<file path="src/rtl/tri_sweep_seq.sv">
`timescale 1ns/1ps
`default_nettype none
// +--------------------------------------------------------------------------+
// | tri_sweep_seq                                                            |
// | Steps a triangle generator through NUM_STEPS power-of-two increments.    |
// | Optional button debounce: define TRI_SWEEP_DEBOUNCE_EN.                  |
// | Rev 1.0                                                                  |
// +--------------------------------------------------------------------------+
module tri_sweep_seq #(
    parameter int NUM_STEPS       = 4,
    parameter int CYCLES_PER_STEP = 8,
    parameter int DEBOUNCE_CYCLES = 1000000
) (
    input  logic       GCLK,
    input  logic       RSTN,
    input  logic       BTNU,
    input  logic       BTND,
    output logic       cfg_valid,
    input  logic       cfg_ready,
    output logic [7:0] cfg_step,
    output logic       gen_en,
    input  logic       gen_cycle_done,
    output logic [7:0] LD
);

    typedef enum logic [1:0] {
        S_IDLE  = 2'd0,
        S_LOAD  = 2'd1,
        S_RUN   = 2'd2,
        S_DRAIN = 2'd3
    } state_t;

    localparam logic [2:0] c_LAST_IDX = 3'(NUM_STEPS - 1);
    localparam logic [7:0] c_LAST_CYC = 8'(CYCLES_PER_STEP - 1);

    if (NUM_STEPS < 2 || NUM_STEPS > 8 || CYCLES_PER_STEP < 1 ||
        CYCLES_PER_STEP > 255 || DEBOUNCE_CYCLES < 1) begin : g_bad_params
        $error("tri_sweep_seq: parameter out of range");
    end

    // bit 0 = BTNU (start), bit 1 = BTND (stop)
    logic [1:0] r_sync1;
    logic [1:0] r_sync2;
    logic [1:0] r_btn_prev;
    logic [1:0] w_btn_clean;

    always_ff @(posedge GCLK or negedge RSTN) begin
        if (!RSTN) begin
            r_sync1    <= 2'b00;
            r_sync2    <= 2'b00;
            r_btn_prev <= 2'b00;
        end else begin
            r_sync1    <= {BTND, BTNU};
            r_sync2    <= r_sync1;
            r_btn_prev <= w_btn_clean;
        end
    end

`ifdef TRI_SWEEP_DEBOUNCE_EN
    localparam int c_DB_W = $clog2(DEBOUNCE_CYCLES + 1);

    for (genvar g = 0; g < 2; g++) begin : g_debounce
        logic [c_DB_W-1:0] r_cnt;
        logic              r_stable;

        // a new level is adopted only after DEBOUNCE_CYCLES samples in a row
        always_ff @(posedge GCLK or negedge RSTN) begin
            if (!RSTN) begin
                r_cnt    <= '0;
                r_stable <= 1'b0;
            end else if (r_sync2[g] == r_stable) begin
                r_cnt <= '0;
            end else if (r_cnt == c_DB_W'(DEBOUNCE_CYCLES - 1)) begin
                r_cnt    <= '0;
                r_stable <= r_sync2[g];
            end else begin
                r_cnt <= r_cnt + 1'b1;
            end
        end

        assign w_btn_clean[g] = r_stable;
    end
`else
    assign w_btn_clean = r_sync2;
`endif

    logic w_start_p;
    logic w_stop_p;
    logic w_stop_any;

    assign w_start_p  = w_btn_clean[0] & ~r_btn_prev[0];
    assign w_stop_p   = w_btn_clean[1] & ~r_btn_prev[1];

    state_t     r_state;
    state_t     w_state_nx;
    logic [2:0] r_idx;
    logic [2:0] w_idx_nx;
    logic [7:0] r_cyc;
    logic [7:0] w_cyc_nx;
    logic       r_stop_pend;
    logic       w_stop_pend_nx;

    assign w_stop_any = r_stop_pend | w_stop_p;

    always_ff @(posedge GCLK or negedge RSTN) begin
        if (!RSTN) begin
            r_state     <= S_IDLE;
            r_idx       <= 3'd0;
            r_cyc       <= 8'd0;
            r_stop_pend <= 1'b0;
            cfg_valid   <= 1'b0;
            gen_en      <= 1'b0;
            cfg_step    <= 8'h01;
            LD          <= 8'h00;
        end else begin
            r_state     <= w_state_nx;
            r_idx       <= w_idx_nx;
            r_cyc       <= w_cyc_nx;
            r_stop_pend <= w_stop_pend_nx;
            // outputs are decoded from the next state so they line up with r_state
            cfg_valid   <= (w_state_nx == S_LOAD);
            gen_en      <= (w_state_nx == S_RUN) || (w_state_nx == S_DRAIN);
            cfg_step    <= 8'h01 << w_idx_nx;
            LD          <= {w_state_nx, w_idx_nx, w_cyc_nx[2:0]};
        end
    end

    always_comb begin
        w_state_nx     = r_state;
        w_idx_nx       = r_idx;
        w_cyc_nx       = r_cyc;
        w_stop_pend_nx = w_stop_any;

        case (r_state)
            S_IDLE: begin
                if (w_start_p && !w_stop_p) begin
                    w_state_nx = S_LOAD;
                    w_idx_nx   = 3'd0;
                end
            end
            S_LOAD: begin
                // a pending stop waits for the handshake; the offer is never withdrawn
                if (cfg_ready) begin
                    w_cyc_nx   = 8'd0;
                    w_state_nx = w_stop_any ? S_DRAIN : S_RUN;
                end
            end
            S_RUN: begin
                if (gen_cycle_done) begin
                    w_cyc_nx = r_cyc + 8'd1;
                end
                if (w_stop_any) begin
                    w_state_nx = gen_cycle_done ? S_IDLE : S_DRAIN;
                end else if (gen_cycle_done && r_cyc == c_LAST_CYC) begin
                    w_state_nx = S_LOAD;
                    w_idx_nx   = (r_idx == c_LAST_IDX) ? 3'd0 : r_idx + 3'd1;
                end
            end
            S_DRAIN: begin
                if (gen_cycle_done) begin
                    w_state_nx = S_IDLE;
                end
            end
            default: begin
                w_state_nx = S_IDLE;
            end
        endcase

        if (w_state_nx == S_IDLE) begin
            w_stop_pend_nx = 1'b0;
        end
    end

endmodule
`default_nettype wire

</file>
<file path="config.mk">
export PLATFORM = sky130hd
export DESIGN_NAME = tri_sweep_seq
export DESIGN_NICKNAME = d
export VERILOG_FILES = /design/src/rtl/tri_sweep_seq.sv
export SDC_FILE = /design/constraint.sdc
export NUM_CORES = 1
export LEC_CHECK = 0
export ABC_AREA = 1
export CORE_MARGIN = 5
export CORE_UTILIZATION = 50
export CTS_CLUSTER_DIAMETER = 80
export CTS_CLUSTER_SIZE = 8
export DETAILED_ROUTE_END_ITERATION = 6
export GPL_TIMING_DRIVEN = 0
export PLACE_DENSITY = 0.75
export SYNTH_ARGS = -nofsm -noshare
export SYNTH_HDL_FRONTEND = slang
export SYNTH_SLANG_ARGS = --single-unit
</file>
<file path="constraint.sdc">
create_clock -name GCLK -period 5.1 [get_ports GCLK]
set_clock_uncertainty 0.1 [all_clocks]
set_input_delay 1.02 -clock GCLK [delete_from_list [all_inputs] [get_ports GCLK]]
set_output_delay 1.02 -clock GCLK [all_outputs]
set_load 0.005 [all_outputs]
</file>
# Word level (Yosys, flattened, before mapping)
# Index checks and enable logic that the tools add are counted.
# classes
n_addsub,2
n_eq_ne,10
shifts,1
n_mux,17
bitwise_logic,5
reduce_logical,8
# op_table
op,count
$mux W8,2
$pmux W8 S2,1
$mux W2,6
$mux W3,4
$add A8 B1 Y8 const B,1
$eq A2 B2 Y1 const B,4
$eq A8 B3 Y1 const B,1
$pmux W2 S4,1
$shl A1 B3 Y8 const A,1
$pmux W3 S2,1
$eq A2 B1 Y1 const B,2
$logic_not A2 Y1,2
$ne A2 B2 Y1 const B,2
$add A3 B1 Y3 const B,1
$eq A3 B2 Y1 const B,1
$reduce_and A3 Y1,1
$and A1 B1 Y1,2
$logic_and A1 B1 Y1,2
$mux W1,2
$not A1 Y1,2
$reduce_bool A2 Y1,1
$logic_not A1 Y1,1
$logic_or A1 B1 Y1,1
$or A1 B1 Y1,1
# totals
register_bits,38
out_inout_bits,18
wordCells,55

# Depth between registers and ports, before layout
# Gate-level depths: netlist (run 1).
# logic_depth
ltp_word,8
ltp_mapped,12
ltp_nobuf,12

# Worst setup path after synthesis (run 1)
# No wires, ideal clock.
# synth_timing
path_kind,input -> register
start,input cfg_ready
end,register r_cyc[5]
setup_time_ns,0.126
t_arrival_ns,1.677
t_required_ns,4.874
path_slack_ns,3.197
cell_stages,7
path_buffers,0
cell_sequence,inv_1 > nand2_1 > nand2_2 > a21oi_4 > nand3_1 > nor3_1 > nor3_2
# synth_between
elab_chain_len,2
# synth_lines
item,line_no,text
from (decl),19,"input logic cfg_ready,"
$ne A2 B2 Y1 (no source line),-,
$reduce_and A3 Y1 (no source line),-,
to (signal assigned),118,r_cyc <= w_cyc_nx;
to (decl),98,logic [7:0] r_cyc;
# Every way passes these cells.
# A chain may end at the register's enable or synchronous reset.

# Final worst setup path (run 1)
# layout_timing
start,register LD[7]
end,output LD[7]
# layout_rtl
item,line_no,text
from (decl),23,output logic [7:0] LD
from (signal assigned),124,"LD <= {w_state_nx, w_idx_nx, w_cyc_nx[2:0]};"
# No word-level cell between the ends.

==> flow_summary.yaml, run 1 <==
status:
  status: "completed"
detailed_routing:
  via_count: 1226
  dr.pass1.iters: 4
  drt_first_iter_violations: 40
  drc: 0
  detail_route.wl_per_cell_um: 11.9
  avgViaCountPerCell: 5.00
  ant_nets: 0
  wl_mm: 2.93
cts:
  ctsHtreeMaxLevel: 2
  cts_hold_buf: 0
  cts_buffer_depth: 2
  clock_sinks: 29
  cts_tree: "yes"
  root_buffer: "clkbuf_4"
  cts_made_buffers: 5
  cts_post_setup_buffers_inserted: 0
  clk_pin_slew_ns: 0.09
  cts_resized: 0
  clock_latency_ns: 0.32
layout:
  mostFrequentLayoutCells: "45 x nand2_1, 28 x dfrtp_1, 23 x inv_1"
  final_common_cell: "nand2_1"
  nNetsFinal: 223
  synthToLayoutAreaGrowth_pct: 21.0
  final_cell_area_um2: 1820
  seqCellArea_um2: 727
  layout-drive-gt1-share_pct: 17.9
  multiInputGateArea_um2: 637
  fillers: 270
  antennaDiodeCount: 0
job:
  max-cap-violations: 0
placed_design:
  placed_area_um2: 1780
  dp_slack_ns: 2.43
  place.gp.congestion: 0.860
  hpwl_mm: 2.32
  port_buffers: 23
critical_path:
  end_kind: "primary output"
  path_buf_inv: 2
  cp_max_fo: 7
  crit_slowest_cell: "dfrtp_1"
  ff2ff_setup_slack_ns: 3.17
  worstPathArrival_ns: 1.45
  crit_family: "buffers and inverters"
  startpoint_type: "flop"
  worstSetupPathType: "reg2out"
  path_cells: "buf_4 > clkdlybuf4s50_1"
  required_ns: 3.98
  cp_slowest_stage_delay_ns: 0.49
logic_synthesis:
  synth_top_area_cell: "dfrtp_1"
  yosysWarningCount: 0
  syn-mean-instance-area_um2: 8.32
  synth_area_leaders: "dfrtp_1 47%, nand2_1 11%, inv_1 5.7%"
  syn_nets: 193
  synth_cell_type_count: 26
  netlist.area_leader.share_pct: 46.5
  ys_ff_latch: 29
  syn-instance-count: 181
  ys_seq_area_share_pct: 48.3
  syn_area_um2: 1510
timing:
  setup_viol: 0
  period_share_pct: 50.4
  worst_pin_slew_ns: 0.610
  period_minus_slack_ns: 2.57
  setup_tns_ns: 0
  max_freq_ghz: 0.389
  slew_headroom_pct: 59.4
  rsz0062_at_grt: "no"
  hold_viol: 0
  finalMaxSlewViolations: 0
  layout_setup_ws_ns: 2.53
global_routing:
  grt_pass1_vias: 1243
  grt_use_met2_pct: 28.9
  grt_pass1_wl_mm: 5.23
  grt-busiest-layer: "met2"
  grt_max_degree: 30
  grt_usage_pct: 16.2
  grt.met3_usage_pct: 5.72
  grt-ovfl-total: 0
  use_met1_pct: 17.4
  antenna_found_initial: 0
floorplan:
  dieHeight_um: 64.9
  die-area_um2: 4210
  rows: 20
  core_um2: 2980
  die_w_um: 64.9
  ioPinCount: 24
  start_util_pct: 50.6
hold_path:
  hp-class: "reg2reg"
pwr:
  leakagePower_nw: 0.912
  powerDensity_nw_per_um2: 391
  ir_worst_vdd_v: 0.000233
layout make-up:
class                           instances  share of cell area (%)
Sequential cell                        29                    39.9
Multi-Input combinational cell        119                    34.9
Timing Repair Buffer                   23                    12.4
Inverter                               28                    5.77
Clock buffer                            7                    2.47
Tap cell                               33                    2.26
Buffer                                  5                    2.06
Clock inverter                          1                   0.275
final timing paths:
kind / startpoint / end / cells after the start
worst max-delay path: LD[7] / LD[7] / 2
worst min-delay path: r_sync1[0] / r_sync2[0] / 0
worst max register to register: r_state[0] / r_cyc[5] / 9
worst min register to register: r_sync1[0] / r_sync2[0] / 0
max in group asynchronous: RSTN / r_btn_prev[0] / 1
min in group asynchronous: RSTN / asynchronous set/reset pin / 1
worst reg2reg max path: cells and delay by family, from the launching register on:
kind / cells / cell delay, ns
simple gates: 5 / 0.59
flops: 1 / 0.47
buf+inv: 2 / 0.28
fa+ha+maj: 1 / 0.19
compound gates: 1 / 0.18
power by group:
part / leakage, nW / internal [mW] / total, mW / switching [mW]
Clock: 0.0293 / 0.0536 / 0.128 / 0.0748
Sequential: 0.382 / 0.253 / 0.280 / 0.0270
Combinational: 0.502 / 0.129 / 0.304 / 0.175
cells by family after synthesis:
kind of cell               count (synthesis)  share of synthesized area (%)
DFF                                       29                           48.3
AOI/OAI and AO/OA                         16                           7.48
and+or+nand+nor                           97                           29.8
buffers and inverters                     33                           9.47
adders and majority gates                  6                           4.98
Yosys cell counts, drive strengths merged:
cell    number
inv         28
ha           6
nor3         4
nor3b        1
nand2       53
and3         1
o22ai        1
a21oi        8
nor2        26
o21ai        4
nand4        1
a31o         1
o211ai       1
dfrtp       28
nand3       11
o21a         1
dfstp        1
buf          5
layer usage:
metal	up-vias	share of wire (%)
li1	615	-
met1	584	42
met2	21	52
met3	6	4.7
met4	0	1.8
met5	-	0
metrics by stage:
step	util [%]	std cells	hold WS [ns]	total power, mW
2_1_floorplan	-	181	0.231	0.492
4_1_cts	61.4	245	0.268	0.721
5_1_grt	61.2	245	0.282	0.777
3_5_place_dp	59.7	237	0.238	0.589
3_3_place_gp	59.7	237	0.243	0.578
6_report	61.2	245	0.265	0.712
(Power assumes the default switching activity.)
==> run 2: changes to the inputs <==
==> constraint.sdc (replaced) <==
create_clock -name GCLK -period 2.55 [get_ports GCLK]
set_clock_uncertainty 0.1 [all_clocks]
set_input_delay 0.51 -clock GCLK [delete_from_list [all_inputs] [get_ports GCLK]]
set_output_delay 0.51 -clock GCLK [all_outputs]
set_load 0.005 [all_outputs]
==> results of run 2 <==
Same layout as run 1 (identical final DEF). Status: completed.
Among the figures that moved: setup slack after placement 2.43 ns -> 0.392 ns; clock-pin slew on the worst setup and hold paths 0.09 ns -> 0.08 ns; setup slack after layout 2.53 ns -> 0.488 ns; hold slack 0.265 ns -> 0.0859 ns; register-to-register setup slack 3.17 ns -> 0.62 ns; total power 0.712 mW -> 1.42 mW; worst IR drop on VDD 0.000233 V -> 0.000466 V
==> run 3: changes to the inputs <==
==> constraint.sdc (replaced) <==
create_clock -name GCLK -period 1.9 [get_ports GCLK]
set_clock_uncertainty 0.1 [all_clocks]
set_input_delay 0.38 -clock GCLK [delete_from_list [all_inputs] [get_ports GCLK]]
set_output_delay 0.38 -clock GCLK [all_outputs]
set_load 0.005 [all_outputs]
==> run 3 against run 2 <==
Net effect:
- the flow now finishes with violations (negative hold slack)
- worst setup slack worse by 0.41 ns
- total power up 40%
- core utilization up 2.5 points
- flip-flop and latch count unchanged
- via count up 2.8%
- routed wire length up 0.89%
- non-clock buffer count up 6
- die area unchanged
- critical path type unchanged
- largest power group unchanged
==> flow_summary.yaml, run 3 (synthesis gave the netlist of run 1 again) <==
pwr:
  powerDensity_nw_per_um2: 1050
  leakagePower_nw: 0.936
  ir_worst_vdd_v: 0.000676
detailed_routing:
  via_count: 1260
  wl_mm: 2.95
  detail_route.wl_per_cell_um: 11.8
  avgViaCountPerCell: 5.02
  drc: 0
  drt_first_iter_violations: 47
  dr.pass1.iters: 4
  ant_nets: 0
layout:
  nNetsFinal: 229
  antennaDiodeCount: 0
  fillers: 250
  layout-drive-gt1-share_pct: 24.3
  layout.cells.non_filler: 251
  final_common_cell: "nand2_1"
  synthToLayoutAreaGrowth_pct: 26.0
  mostFrequentLayoutCells: "44 x nand2_1, 25 x dfrtp_1, 22 x inv_1, 22 x nor2_1, 22 x clkdlybuf4s50_1"
critical_path:
  crit_slowest_cell: "clkdlybuf4s50_1"
  startpoint_type: "flop"
  reg2reg_depth: 7
  path_cells: "buf_4 > clkdlybuf4s50_1"
  worstPathArrival_ns: 1.35
  required_ns: 1.42
  worstSetupPathType: "reg2out"
  ff2ff_setup_slack_ns: 0.10
  cp_slowest_stage_delay_ns: 0.48
  r2r_start: "r_state[0]"
  end_kind: "primary output"
  timing.rr.end: "r_cyc[4]"
  cp_max_fo: 6
job:
  max-cap-violations: 0
floorplan:
  ioPinCount: 24
  core_um2: 2980
  rows: 20
  die_w_um: 64.9
  start_util_pct: 50.6
  dieHeight_um: 64.9
  die-area_um2: 4210
placed_design:
  dp_slack_ns: -0.128
  placed_cells: 237
  port_buffers: 23
  hpwl_mm: 2.32
  place.gp.congestion: 0.860
global_routing:
  grt_usage_pct: 16.3
  grt-ovfl-total: 0
  grt_pass1_wl_mm: 5.24
  grt_max_degree: 30
  grt_pass1_vias: 1245
  antenna_found_initial: 0
hold_path:
  hp-class: "in2async"
timing:
  rsz0062_at_grt: "no"
  layout_setup_ws_ns: 0.0741
  hold_viol: 28
  setup_viol: 0
  slew_headroom_pct: 59.4
  max_freq_ghz: 0.548
  finalMaxSlewViolations: 0
  period_minus_slack_ns: 1.83
  hold_slack_ns: -0.0416
  period_share_pct: 96.1
  worst_pin_slew_ns: 0.609
  setup_tns_ns: 0
status:
  violations: "negative hold slack"
  status: "finished, violations left"
cts:
  clk_pin_slew_ns: 0.08
  cts_made_buffers: 5
  cts_tree: "yes"
  clock_latency_ns: 0.32
  cts_buffer_depth: 2
  clock_sinks: 29
  ctsHtreeMaxLevel: 2
  root_buffer: "clkbuf_4"
  cts_hold_buf: 0
[run 3: cell count changes in the layout (fill, tap and decap cells not counted), sizes merged]
cell | before | now
buf | 6 | 12
[run 3: how the worst max path moves through the flow]
| stage | end | cells past startpoint | startpoint | slack [ns] |
|---|---|---|---|---|
| 3_5_place_dp | r_cyc[5] | 8 | gen_cycle_done | -0.13 |
| 3_3_place_gp | cfg_step[4] | 10 | gen_cycle_done | -0.09 |
| 2_1_floorplan | r_cyc[5] | 9 | r_state[0] | 0.19 |
| 4_1_cts | r_cyc[4] | 7 | r_state[0] | 0.01 |
| 6_report | LD[7] | 2 | LD[7] | 0.07 |
| 5_1_grt | r_cyc[6] | 11 | LD[7] | 0.01 |
[run 3: timing repair]
action | 4_1_cts | 5_1_grt
setup buffers | 0 | 6
resized for setup | 2 | 9
endpoints found under the setup margin | 4 | 7
pin swaps | 0 | 2
[run 3: critical path, delay by kind of cell (launching register included)]
kind / cells / cell delay (ns)
buffers and inverters: 2 / 0.60
flip-flops: 1 / 0.42
[run 3: per-layer routing]
layer  part of all wire, %  GRT usage (%)  up-vias
met5                     0              0        -
met4                   1.8           6.33        0
met3                   5.1           5.72        8
met2                    52           29.2       21
met1                    41           17.3      602
li1                      -              -      629
[run 3: per-stage QoR]
stage / total power [mW] / utilization (%) / instance area [µm²]
CTS: 1.94 / 61.5 / 1830
global route: 2.18 / 63.7 / 1900
finish: 2.00 / 63.7 / 1900
floorplan: 1.32 / - / 1510
global placement: 1.55 / 59.7 / 1780
detailed placement: 1.58 / 59.7 / 1780
[run 3: final cells by class]
cell class / instances / area [µm²] / share of cell area, %
sequential: 29 / 731 / 38.5
multi-input combinational: 119 / 659 / 34.7
timing repair buffer: 29 / 270 / 14.2
inverter: 28 / 105 / 5.54
clock buffer: 7 / 45.0 / 2.37
buffer: 5 / 41.3 / 2.18
tap: 33 / 41.3 / 2.18
clock inverter: 1 / 5.00 / 0.264
[run 3: power breakdown]
| part | switching [mW] | internal, mW | leakage (nW) | total (mW) |
|---|---|---|---|---|
| Sequential | 0.0640 | 0.685 | 0.378 | 0.749 |
| Clock | 0.198 | 0.144 | 0.0293 | 0.342 |
| Combinational | 0.502 | 0.407 | 0.529 | 0.909 |
==> RTL change, RTL diff (settings of run 2) <==
Build with the macro `TRI_SWEEP_DEBOUNCE_EN` defined.
--- a/src/rtl/tri_sweep_seq.sv
+++ b/src/rtl/tri_sweep_seq.sv
@@ -8,2 +8,4 @@
 // +--------------------------------------------------------------------------+
+`define TRI_SWEEP_DEBOUNCE_EN
+
 module tri_sweep_seq #(
Function: changed (a bounded check fails within 4 cycles, from zero or initial values and one cycle with RSTN low).
==> RTL change against run 2 <==
- global-route usage is 0.86 points higher
- area after synthesis grew 140%
- count of clock-buffer cells in the layout rose by 2
- core utilization down 2.4 points
- worst setup slack worse by 0.011 ns
- total power grew 91%
- combinational power fell by 4.6%
- sequential cell count increased by 42
- wire length increased by 140%
- first-iteration DRC count rose to 2.8 times the old value
- design area grew 130%
- final cell count increased by 150%
- non-clock buffer count is 1 higher
- critical path type unchanged
==> RTL change: results (changes against run 2) <==
Status
  – Result of the run: finished, final reports clean

Finish
  – Layout fillers: 643 (+140%)
  – Count of inverters not on the clock network in the layout: 72 (+160%)
  – Fraction of standard cell area in multi-input logic: 0.3759 (+0.02657)
  – Post-Layout Cell Count: 601 (+150%)
  – Number of nets at the end of the flow: 511 (+130%)
  – Relative area of clock buffers and inverters in the final design: 0.04751 (+0.02005)
  – Buffers excl. clock: 29 (+3.6%)
  – Share of the final layout cell area in sequential cells: 0.4193 (+0.02053)
  – Number of combinational gates with multiple inputs: 314 (+160%)
  – Fraction of final layout cells with drive strength greater than 1: 0.1155 (-0.06371)
  – Util after Layout: 0.5878 (-0.02443)
  – Signal buffers share of area: 0.06433 (-0.07981)

Detailed routing
  – DRC: 0 (unchanged)
  – Total vias in the final route: 2983 (+140%)
  – M1 wire length: 3232 um (+170%)
  – Wirelength per Cell: 11.58 um (-3.1%)
  – Amount of wire on met2 after detailed routing: 3326 um (+120%)
  – Number of DRC markers after the initial detailed-route iteration: 110 (+180%)

Yosys
  – Sequential fraction of the synthesis area: 0.4822 (about the same)
  – Count of different cell masters after synthesis: 33 (+27%)
  – Top post-synthesis cells by area: dfrtp_1 48%, nand2_1 9.6%, nor2_1 7.8%, inv_1 6.4%, nand3_1 3.9%
  – Compound-gate portion of the synthesized area: 0.07771 (+0.002955)
  – Adder and majority gate portion of the synthesized area: 0.02715 (-0.02269)
  – Most frequent cells after synthesis: 94 x nand2_1, 77 x nor2_1, 70 x dfrtp_1
  – Flip-flop cell with the highest count after synthesis: dfrtp_1
  – Mapped Nets: 477 (+150%)
  – Synth Area per Inst: 7.964 um2 (-4.3%)
  – Xor-xnor portion of the synthesized cell area: 0.01900 (+0.01900)

Global route
  – Vias in the first global route: 2882 (+130%)
  – Pin count of the biggest net entering global routing: 72 (+140%)
  – First-pass GRT wire length: 12240 um (+130%)
  – GRT Total Usage: 0.1709 (+0.008599)

CTS
  – Sinks on the clock net: 71 (+140%)
  – Clock root buffer: clkbuf_8
  – Clock latency on the worst-skew pair: 0.34 ns (+0.02 ns)
  – TritonCTS buffer count: 9 (+4)
  – Max H-tree Level: 3 (+1)

Setup path
  – Register-to-register setup slack: 0.64 ns (+0.02 ns)
  – Slowest cell on the critical path: clkdlybuf4s50_1
  – Count of cells along the worst register-to-register path: 10 (+1)
  – FF-to-FF Start: r_state[0]$_DFF_PN0_
  – Capturing point of the worst reg2reg path: r_cyc[6]$_DFFE_PN0P_

Power and ir drop
  – IR Drop Worst-Case VDD: 0.0002619 V (-44%)
  – Static leakage: 1.971 nW (+120%)

Timing
  – Final hold slack: 0.1653 ns (+0.07941 ns)
  – Max frequency: 482.4 MHz (-0.54%)
  – Slew at the pin closest to its max-slew limit: 0.8553 ns (+0.2456 ns)

Placement
  – Post-Place Cells: 585 (+150%)
  – DP Wirelength: 5195 um (+120%)
  – Post-placement worst setup slack: 0.4097 ns (+0.01772 ns)
  – Cell Area, Placed: 0.004039 mm2 (+130%)

Floorplanning
  – Placeable Area: 0.007214 mm2 (+140%)
[RTL change: changes by cell type after synthesis, moves of 5 or more]
cell     before  now
nor2_1       22   77
nand4_1       1    9
a21oi_1       4   20
o21ai_0       4   12
nor3_2        2    7
nor3_1        2   15
nand2_1      45   94
nand2_2       8    3
dfrtp_1      28   70
inv_1        23   63
nand3_1      10   29
[RTL change: where the power goes]
| group | total [mW] | internal [mW] | leakage, nW | switching (mW) |
|---|---|---|---|---|
| Sequential | 1.23 | 1.17 | 0.969 | 0.0579 |
| Combinational | 0.580 | 0.252 | 0.901 | 0.328 |
| Clock | 0.915 | 0.462 | 0.101 | 0.453 |
| Total | 2.73 | 1.89 | 1.97 | 0.839 |
[RTL change: metal layers]
metal / up-vias / global-route usage
li1: 1540 / -
met1: 1380 / 0.2089
met2: 56 / 0.2918
met3: 7 / 0.03597
met4: 0 / 0.07227
met5: - / 0
